**config.mk**
```make
export PLATFORM = sky130hd
export DESIGN_NAME = mem_access_ctrl
export DESIGN_NICKNAME = d
export VERILOG_FILES = /design/src/rtl/mem_access_ctrl_pkg.sv /design/src/rtl/mem_load_ext.sv /design/src/rtl/mem_access_ctrl.sv
export SDC_FILE = /design/constraint.sdc
export NUM_CORES = 1
export LEC_CHECK = 0
export BUFFER_PORTS_ARGS = -buffer_cell sky130_fd_sc_hd__buf_2
export CAP_MARGIN = 10
export CORE_MARGIN = 2
export CORE_UTILIZATION = 45
export DETAILED_ROUTE_END_ITERATION = 12
export PLACE_DENSITY = 0.91
export SYNTH_ARGS = -nofsm -noshare
export SYNTH_HDL_FRONTEND = slang
export SYNTH_HIERARCHICAL = 1
export SYNTH_SLANG_ARGS = --single-unit
```
**constraint.sdc**
```tcl
create_clock -name clk -period 6.9 [get_ports clk]
set_input_delay 1.38 -clock clk [delete_from_list [all_inputs] [get_ports clk]]
set_output_delay 1.38 -clock clk [all_outputs]
set_load 0.01 [all_outputs]
```
**src/rtl/mem_access_ctrl_pkg.sv**
```systemverilog
// Purpose: shared access-type encodings, FSM states and address helpers for the MEM-stage load/store path.
// Latency: n/a (types, constants and combinational helper functions only).
// Backpressure: n/a.
package mem_access_ctrl_pkg;

  // Access-type encodings as carried on u_b_h_w
  localparam logic [2:0] BYTE          = 3'b000;
  localparam logic [2:0] HALF          = 3'b001;
  localparam logic [2:0] WORD          = 3'b010;
  localparam int         UNSIGNED_BIT  = 2;
  localparam logic [2:0] BYTE_UNSIGNED = BYTE | 3'b100;

  // Data RAM decodes this many low address bits; bytes above the window read 0
  localparam int RAM_ADDR_BITS = 7;

  typedef enum logic {IDLE, SPLIT} state_t;

  // Half needs addr[0]=0, word needs addr[1:0]=0; bytes are always aligned
  function automatic logic is_misaligned(input logic [31:0] a, input logic [2:0] acc);
    if ((acc & WORD) != 3'b000) return a[1:0] != 2'b00;
    else if ((acc & HALF) != 3'b000) return a[0];
    else return 1'b0;
  endfunction

  // Index of the final byte of a split access (N-1)
  function automatic logic [1:0] last_idx(input logic [2:0] acc);
    return ((acc & WORD) != 3'b000) ? 2'd3 : 2'd1;
  endfunction

endpackage

```
**src/rtl/mem_load_ext.sv**
```systemverilog
// Purpose: sign/zero extends a 1-, 2- or 4-byte little-endian load value to 32 bits.
// Latency: combinational, zero cycles.
// Backpressure: none; pure function of its inputs.
module mem_load_ext (
  input  logic [2:0]  nbytes,
  input  logic        is_unsigned,
  input  logic [31:0] raw,
  output logic [31:0] result
);

  // Replicate the top bit of the loaded value unless the access is unsigned
  always_comb begin
    result = raw;
    case (nbytes)
      3'd1:    result = {{24{~is_unsigned & raw[7]}}, raw[7:0]};
      3'd2:    result = {{16{~is_unsigned & raw[15]}}, raw[15:0]};
      default: result = raw;
    endcase
  end

endmodule

```
**src/rtl/mem_access_ctrl.sv**
```systemverilog
// Purpose: MEM-stage load/store controller; passes aligned accesses to the RAM, splits misaligned ones into bytes.
// Latency: aligned = 0 added cycles; misaligned = N cycles (N=2 half, N=4 word) with stall high for N-1.
// Backpressure: stall freezes the pipeline while a split is in flight; upstream holds request inputs stable.
module mem_access_ctrl
  import mem_access_ctrl_pkg::*;
#(
  parameter bit SPLIT_EN = 1'b1
) (
  input  logic        clk,
  input  logic        rst,
  input  logic        mem_re,
  input  logic        mem_we,
  input  logic [31:0] addr,
  input  logic [31:0] wdata,
  input  logic [2:0]  u_b_h_w,
  output logic [31:0] rdata,
  output logic        stall,
  output logic        misaligned_err,
  output logic [31:0] ram_addr,
  output logic [31:0] ram_din,
  output logic        ram_we,
  output logic [2:0]  ram_u_b_h_w,
  input  logic [31:0] ram_dout
);

  state_t          state, state_nxt;
  logic [1:0]      idx, idx_nxt;
  logic [3:0][7:0] byte_buf;
  logic            cap_en;
  logic            req;
  logic            misaligned;
  logic            last;
  logic [2:0]      nbytes;
  logic [31:0]     assembled;
  logic [31:0]     ext_result;

  assign req        = mem_re | mem_we;
  assign misaligned = is_misaligned(addr, u_b_h_w);
  assign nbytes     = u_b_h_w[1] ? 3'd4 : 3'd2;
  assign last       = (idx == last_idx(u_b_h_w));

  // Splice the byte arriving this cycle onto the bytes captured earlier
  always_comb begin
    assembled = byte_buf;
    assembled[{idx, 3'b000} +: 8] = ram_dout[7:0];
  end

  mem_load_ext u_ext (
    .nbytes      (nbytes),
    .is_unsigned (u_b_h_w[UNSIGNED_BIT]),
    .raw         (assembled),
    .result      (ext_result)
  );

  // State, byte index and captured-byte register
  always_ff @(posedge clk) begin
    if (rst) begin
      state    <= IDLE;
      idx      <= 2'd0;
      byte_buf <= '0;
    end else begin
      state <= state_nxt;
      idx   <= idx_nxt;
      if (cap_en) byte_buf[idx] <= ram_dout[7:0];
    end
  end

  // Next-state and RAM-side outputs; defaults give the aligned pass-through
  always_comb begin
    state_nxt      = state;
    idx_nxt        = idx;
    cap_en         = 1'b0;
    ram_addr       = addr;
    ram_din        = wdata;
    ram_we         = mem_we;
    ram_u_b_h_w    = u_b_h_w;
    rdata          = ram_dout;
    stall          = 1'b0;
    misaligned_err = 1'b0;
    case (state)
      IDLE: begin
        if (req && misaligned) begin
          if (SPLIT_EN) begin
            // First byte goes out now; remaining bytes follow in SPLIT
            ram_u_b_h_w = BYTE_UNSIGNED;
            ram_din     = {24'b0, wdata[7:0]};
            stall       = 1'b1;
            cap_en      = 1'b1;
            state_nxt   = SPLIT;
            idx_nxt     = 2'd1;
          end else begin
            ram_we         = 1'b0;
            misaligned_err = 1'b1;
            rdata          = '0;
          end
        end
      end
      SPLIT: begin
        ram_addr    = addr + {30'b0, idx};
        ram_din     = {24'b0, wdata[{idx, 3'b000} +: 8]};
        ram_u_b_h_w = BYTE_UNSIGNED;
        cap_en      = 1'b1;
        if (last) begin
          rdata     = ext_result;
          state_nxt = IDLE;
          idx_nxt   = 2'd0;
        end else begin
          stall   = 1'b1;
          idx_nxt = idx + 2'd1;
        end
      end
      default: begin
        state_nxt = IDLE;
        idx_nxt   = 2'd0;
      end
    endcase
    // Reset abandons any split in flight without touching further bytes
    if (rst) begin
      ram_we         = 1'b0;
      stall          = 1'b0;
      misaligned_err = 1'b0;
    end
  end

endmodule

```
After elaboration in Yosys (flattened, before gate mapping)
Index checks and enable logic that the tools add are counted.
Operators by class
  muxes and demuxes: 25
  shift-type cells: 3
  bitwise logic cells: 5
  $lt $le $gt $ge: 2
  equal/unequal tests: 4
  reductions and logical operators: 3
  multiply operators: 0
  $add $sub $neg: 3
  div/mod/pow operators: 0
Operators with widths (number)
  one-hot mux 32 bit (2 select lines): 3
  two-way mux 32 bit: 3
  bitwise mux 32 bit: 2
  adder 32 x 2 -> 32 bit: 1
  variable shift 8 x 7 -> 32 bit (first input constant): 1
  variable part select 32 x 6 -> 8 bit: 1
  variable part select 8 x 7 -> 32 bit: 1
  demux 8 bit (select 2 bit): 1
  two-way mux 8 bit: 1
  negation 5 -> 7 bit: 1
  two-way mux 1 bit: 6
  two-way mux 2 bit: 3
  two-way mux 3 bit: 2
  one-hot mux 3 bit (2 select lines): 1
  one-hot mux 1 bit (2 select lines): 2
  one-hot mux 2 bit (2 select lines): 1
  equality test 3 x 1 -> 1 bit (second input constant): 1
  equality test 3 x 2 -> 1 bit (second input constant): 1
  less-than comparator 2 x 3 -> 1 bit (second input constant): 1
  adder 2 x 1 -> 2 bit (second input constant): 1
  AND 1 bit: 2
  equality test 2 bit: 1
  greater-or-equal comparator 2 x 1 -> 1 bit (second input constant): 1
  logical AND 1 bit: 2
  4 further kinds: 5
Word-level totals
  ROM bits: 0
  bits of input ports: 103
  memories kept: 0
  latch bits: 0
  memory bits (writable): 0
  word-level logic and storage cells: 51
  output and inout bits: 102
  flip-flop bits (word level): 35

Depth between registers and ports, before layout
  word-level depth: 7
  depth in mapped cells: 13
  mapped depth without buffers: 10

Modules after synthesis
Netlist, hierarchy kept.
Modules (own cells, without submodules)
  mem_access_ctrl: instances 1, area each 3582.2 um^2, seq. area each 700.7 um^2, cells an instance 468
  mem_load_ext: instances 1, area each 379.1 um^2, seq. area each 0.0 um^2, cells an instance 52

Least setup slack after synthesis
No wires, ideal clock.
  path type: input port to output port
  start point: input port addr[0]
  end point: output port ram_addr[22]
  data required time: 5.520 ns
  setup slack: 2.499 ns
  arrival time: 3.021 ns
  stages on the path: 7
  buffers on the path: 0
  cells stage by stage: ha_1 -> inv_1 -> fa_1 -> nand3b_4 -> nor4_4 -> nand4_1 -> xnor2_1
On the way
  word-level cells in the longest chain between the ends: 2
RTL lines
  start: declaration: RTL line mem_access_ctrl.sv:13  | input logic [31:0] addr,
  adder 32 x 2 -> 32 bit: RTL line mem_access_ctrl.sv:99  | ram_addr = addr + {30'b0, idx};
  two-way mux 32 bit: RTL line mem_access_ctrl.sv:80  | case (state)
  end: declaration: RTL line mem_access_ctrl.sv:19  | output logic [31:0] ram_addr,
No other way between the ends.

Final worst setup path
  start point: register idx[0]
  end point: output port rdata[24]
On the way
  word-level cells in the longest chain between the ends: 7
  elaborated cells between the ends (all ways): 10
  classes of those cells: add/sub: 1; eq/ne: 1; shift: 2; mux: 4; bitwise: 2
RTL lines
  start: declaration: RTL line mem_access_ctrl.sv:27  | logic [1:0] idx, idx_nxt;
  start signal: assignment: RTL line mem_access_ctrl.sv:63  | idx <= idx_nxt;
  negation 5 -> 7 bit *: RTL line mem_access_ctrl.sv:45  | assembled[{idx, 3'b000} +: 8] = ram_dout[7:0];
  variable part select 8 x 7 -> 32 bit or variable shift 8 x 7 -> 32 bit (tied branches): RTL line mem_access_ctrl.sv:45
  bitwise mux 32 bit *: RTL line mem_access_ctrl.sv:45
  named net assembled[15]: RTL line mem_access_ctrl.sv:34  | logic [31:0] assembled;
  AND 1 bit *: RTL line mem_load_ext.sv:16  | 3'd2: result = {{16{~is_unsigned & raw[15]}}, raw[15:0]};
  one-hot mux 32 bit (2 select lines) *: RTL line mem_load_ext.sv:14  | case (nbytes)
  named net ext_result[24]: RTL line mem_access_ctrl.sv:35  | logic [31:0] ext_result;
  two-way mux 32 bit *: RTL line mem_access_ctrl.sv:103  | if (last) begin
  one-hot mux 32 bit (2 select lines) *: RTL line mem_access_ctrl.sv:80
  end: declaration: RTL line mem_access_ctrl.sv:16  | output logic [31:0] rdata,
The timed path passes the listed nets; every way through them passes the cells marked *.

==> run summary <==
For this design, the slowest cell found on the critical path is sky130_fd_sc_hd__nor3_1. The initial DRC count came out at 269. The max-cap check violation count is 0. The largest voltage drop on the vdd net came out at 92.72 uV. In the final layout, the share of cells above drive strength 1 is 38.57%. The mapped netlist covers 3961 sq um. Row generation in the floorplan step produced 34 rows. The clock edge transition at the registers on the reported setup and hold paths came out at 70 ps. STA classifies the critical path endpoint as an output pin. The critical path class is reg2out. The number of ports placed on the die boundary is 205. Summing all non-filler instances in the final layout gives an area of 5040 sq um. The number of failing hold endpoints at the final stage is 0.

The maximum level of the CTS H-tree is 2. The maximum clock frequency is 190.9 MHz. The worst reg-to-reg setup slack is 4480 ps.

Synthesis produced 520 cells. The initial antenna violation count came out at 0. The horizontal extent of the die is 97.83 um. The count of cell types in the netlist came out at 43. The tree is rooted in a sky130_fd_sc_hd__clkbuf_8. Setup violations remaining at the end of the flow were counted as 0. The cell class contributing the biggest share of worst-path delay is compound AO/OA/AOI/OAI gates. The number of cells on the worst reg-to-reg path is 4.

The net count reported at finish came out at 811. The run finished with clean final reports. Sequential cells were found to cover 17.69% of the synthesized design area.

The maximum number of pins on one net before global-route repair came out at 46. Clock latency on the worst-skew pair, taken at its later pin, is 290 ps. The worst path required time is 5520 ps.

Traced cell by cell, the critical path runs through buf_4 -> inv_1 -> ha_1 -> nand2_1 -> nor3_1 -> nand2_1 -> o21ai_0 -> nand3b_4 -> a211oi_4 -> a21o_2 -> mux2_2 -> buf_2. The number of global-route vias before repair was 3952. The vias per cell came out at 5.316.

Once the clock tree was built, the setup fixing pass inserted 0 buffers. The critical path starts at idx[0]. Dividing the synthesized area by the synthesized cell count gives 7.618 sq um. After detailed placement, the total cell area comes to 4952 sq um.

The placeable core region is 8636 sq um. The leakage dissipation came out at 0.002668 uW. Along the worst path, the maximum fanout reaches 24. The maximum number of buffers from clock root to sink is 2. The areal power density over the cells is 130.8 nW/um^2. Routability-driven placement finished with a final weighted congestion of 0.9158.

The initial core utilization is 45.87%. The arrival time at the worst endpoint came out at 3860 ps. Gates resized during post-CTS repair numbered 0.

The number of max-slew violations in the final report came out at 0. The worst hold path belongs to the class reg2reg. The transition time of the tightest slew-check pin came out at 1041 ps.

The relative area change from synthesis to final layout came out at 27.23%. The share of flip-flops with an asynchronous set or reset after synthesis is 0%. The biggest cell delay along the critical path came out at 650 ps. The post-detailed-route wirelength per cell is 14.91 um.

The vertical die dimension came out at 97.83 um. The time the final worst path needs with I/O delays and setup is 5239 ps. The final critical path takes up 75.93% of the cycle. The number of antenna-violating nets in the routed design came out at 0. The total negative slack came out at 0 ps. The die covers 9570 sq um.

The number of vias after detailed routing is 4295. The critical path runs through a total of 12 cells. Measured against its own limit, the worst slew margin works out to 30.53%. The estimated wirelength of the detail-placed design is 9265 um. The port buffer count came out at 203. Together, buffers and inverters on the worst path number 3. The endpoint identified for the worst register-to-register timing path is state. The clock net sink count came out at 35. The top cell type's share of synthesized area came out at 17.69%.

TritonCTS built the clock tree. The overall global routing resource usage is 23.81%. The reg-to-reg critical path startpoint is state. The first detailed-routing pass took 7 iterations. sky130_fd_sc_hd__dfxtp_1 takes more of the synthesized area than any other cell.

The type of origin of the critical path is a flip-flop. The total power after layout came out at 659.1 uW. The fraction of the core area covered by cells at the end of the flow is 58.36%. 0 antenna diodes ended up in the layout.

The DRC violation count after routing came out at 0. Buffers inserted during clock tree synthesis total 5. The worst hold slack came out at 478.4 ps. The wire length after detailed routing came out at 12050 um. In this run the worst setup path terminates at rdata[24]. Counting stages on the worst path, the most repeated cell is sky130_fd_sc_hd__nand2_1.

The most used flip-flop cell after synthesis is sky130_fd_sc_hd__dfxtp_1. Setup repair after global routing left no endpoint under its margin. The number of warnings reported in the yosys synthesis log is 6. The post-synthesis sequential element count is 35. The total congestion overflow after global routing came out at 0.

Yosys attributes the largest share of cell area to sky130_fd_sc_hd__dfxtp_1 18%, sky130_fd_sc_hd__mux2i_1 10%, sky130_fd_sc_hd__mux2_2 9.4%. The first global-routing pass estimated 19080 um of wire. In this run, synthesis inferred 0 flip-flops with an integrated enable. The clock arrives with 4.359 ps of skew.

Hold repair after CTS inserted 0 buffers.
==> cell families after synthesis <==
logic type      after synthesis  synth area share [%]
other cells                   1               0.09467
compound gates               79                 12.95
mux                          73                 19.49
simple gates                214                 30.76
buf+inv                      78                 9.223
flops                        35                 17.69
xor+xnor                     32                 7.075
fa+ha+maj                     8                 2.716
==> state kept, by name, indices dropped and copies added, names as in the netlist <==
signal	flops
state	1
idx	2
byte_buf	32
==> where the power goes <==
| part | leakage, uW | switching, uW | internal (uW) |
|---|---|---|---|
| Clock | 0.0000470 | 74.5 | 78.3 |
| Combinational | 0.00234 | 156 | 126 |
| Sequential | 0.000285 | 11.7 | 213 |
| Total | 0.00267 | 242 | 417 |
==> cell usage after synthesis (2+ instances only) <==
| master | n |
|---|---|
| sky130_fd_sc_hd__mux2_2 | 33 |
| sky130_fd_sc_hd__nand2b_1 | 42 |
| sky130_fd_sc_hd__nor4bb_1 | 2 |
| sky130_fd_sc_hd__a21oi_1 | 13 |
| sky130_fd_sc_hd__xnor2_1 | 25 |
| sky130_fd_sc_hd__buf_6 | 3 |
| sky130_fd_sc_hd__or3_1 | 2 |
| sky130_fd_sc_hd__and4_1 | 2 |
| sky130_fd_sc_hd__and3_1 | 31 |
| sky130_fd_sc_hd__xor2_1 | 7 |
| sky130_fd_sc_hd__a21o_1 | 12 |
| sky130_fd_sc_hd__o21ai_2 | 3 |
| sky130_fd_sc_hd__nand3_1 | 20 |
| sky130_fd_sc_hd__buf_2 | 4 |
| sky130_fd_sc_hd__clkbuf_1 | 19 |
| sky130_fd_sc_hd__dfxtp_1 | 35 |
| sky130_fd_sc_hd__nand4_1 | 9 |
| sky130_fd_sc_hd__a211o_1 | 9 |
| sky130_fd_sc_hd__buf_4 | 12 |
| sky130_fd_sc_hd__nor3_1 | 4 |
| sky130_fd_sc_hd__ha_1 | 7 |
| sky130_fd_sc_hd__a21o_2 | 6 |
| sky130_fd_sc_hd__mux2i_1 | 40 |
| sky130_fd_sc_hd__nand2_1 | 71 |
| sky130_fd_sc_hd__o21ai_0 | 33 |
| sky130_fd_sc_hd__nand3b_4 | 3 |
| sky130_fd_sc_hd__nor2_1 | 18 |
| sky130_fd_sc_hd__inv_1 | 38 |
| sky130_fd_sc_hd__nor4_4 | 3 |
==> worst min path at each step <==
stage | start | to | cells after the start
final | byte_buf[5] | byte_buf[5] | 2
after global routing | byte_buf[2] | byte_buf[2] | 2
after CTS | byte_buf[5] | byte_buf[5] | 2
after detailed placement | byte_buf[5] | byte_buf[5] | 2
after global placement | byte_buf[7] | byte_buf[7] | 2
after floorplan | byte_buf[0] | byte_buf[0] | 2
==> metrics by stage <==
step / cells / setup slack (ps)
after floorplan: 524 / 2499
after global placement: 801 / 2124
after detailed placement: 801 / 2029
after CTS: 808 / 1712
after global routing: 808 / 1364
final: 808 / 1661
==> final cells by class <==
cell class / count / area (sq um)
multi-input combinational: 411 / 2917
clock buffer: 6 / 82.58
inverter: 39 / 146.4
timing repair buffer: 208 / 1054
fill: 770 / 3596
clock inverter: 1 / 5.005
sequential: 35 / 700.7
tap: 108 / 135.1
==> worst min-delay path: stages, from the launching register on <==
cell and delay [ps]:
sky130_fd_sc_hd__dfxtp_1 320, sky130_fd_sc_hd__nand2b_1 60, sky130_fd_sc_hd__mux2i_1 50
==> routing by layer <==
| layer | routed length, um | GRT usage [%] | part of all wire, % |
|---|---|---|---|
| met1 | 4961 | 29.91 | 41 |
| met5 | 0 | 0 | 0 |
| met4 | 218 | 7.265 | 1.8 |
| met3 | 914 | 4.223 | 7.6 |
| met2 | 5956 | 41.46 | 49 |
==> placed cells by master, fill, tap and decap left out, drive strengths merged <==
cell type / count
a211o: 9
a211oi: 1
a21boi: 1
a21o: 18
a21oi: 13
and3: 31
and4: 2
buf: 208
clkbuf: 6
clkinv: 1
conb: 5
dfxtp: 35
fa: 1
ha: 7
inv: 39
mux2: 33
mux2i: 40
nand2: 71
nand2b: 42
nand3: 21
nand3b: 3
nand4: 10
nor2: 18
nor2b: 1
nor3: 5
nor4: 3
nor4b: 1
nor4bb: 2
o21ai: 36
o31ai: 1
or2: 1
or3: 2
or3b: 1
xnor2: 25
xor2: 7
No activity file was read; power rests on OpenSTA's default activity.
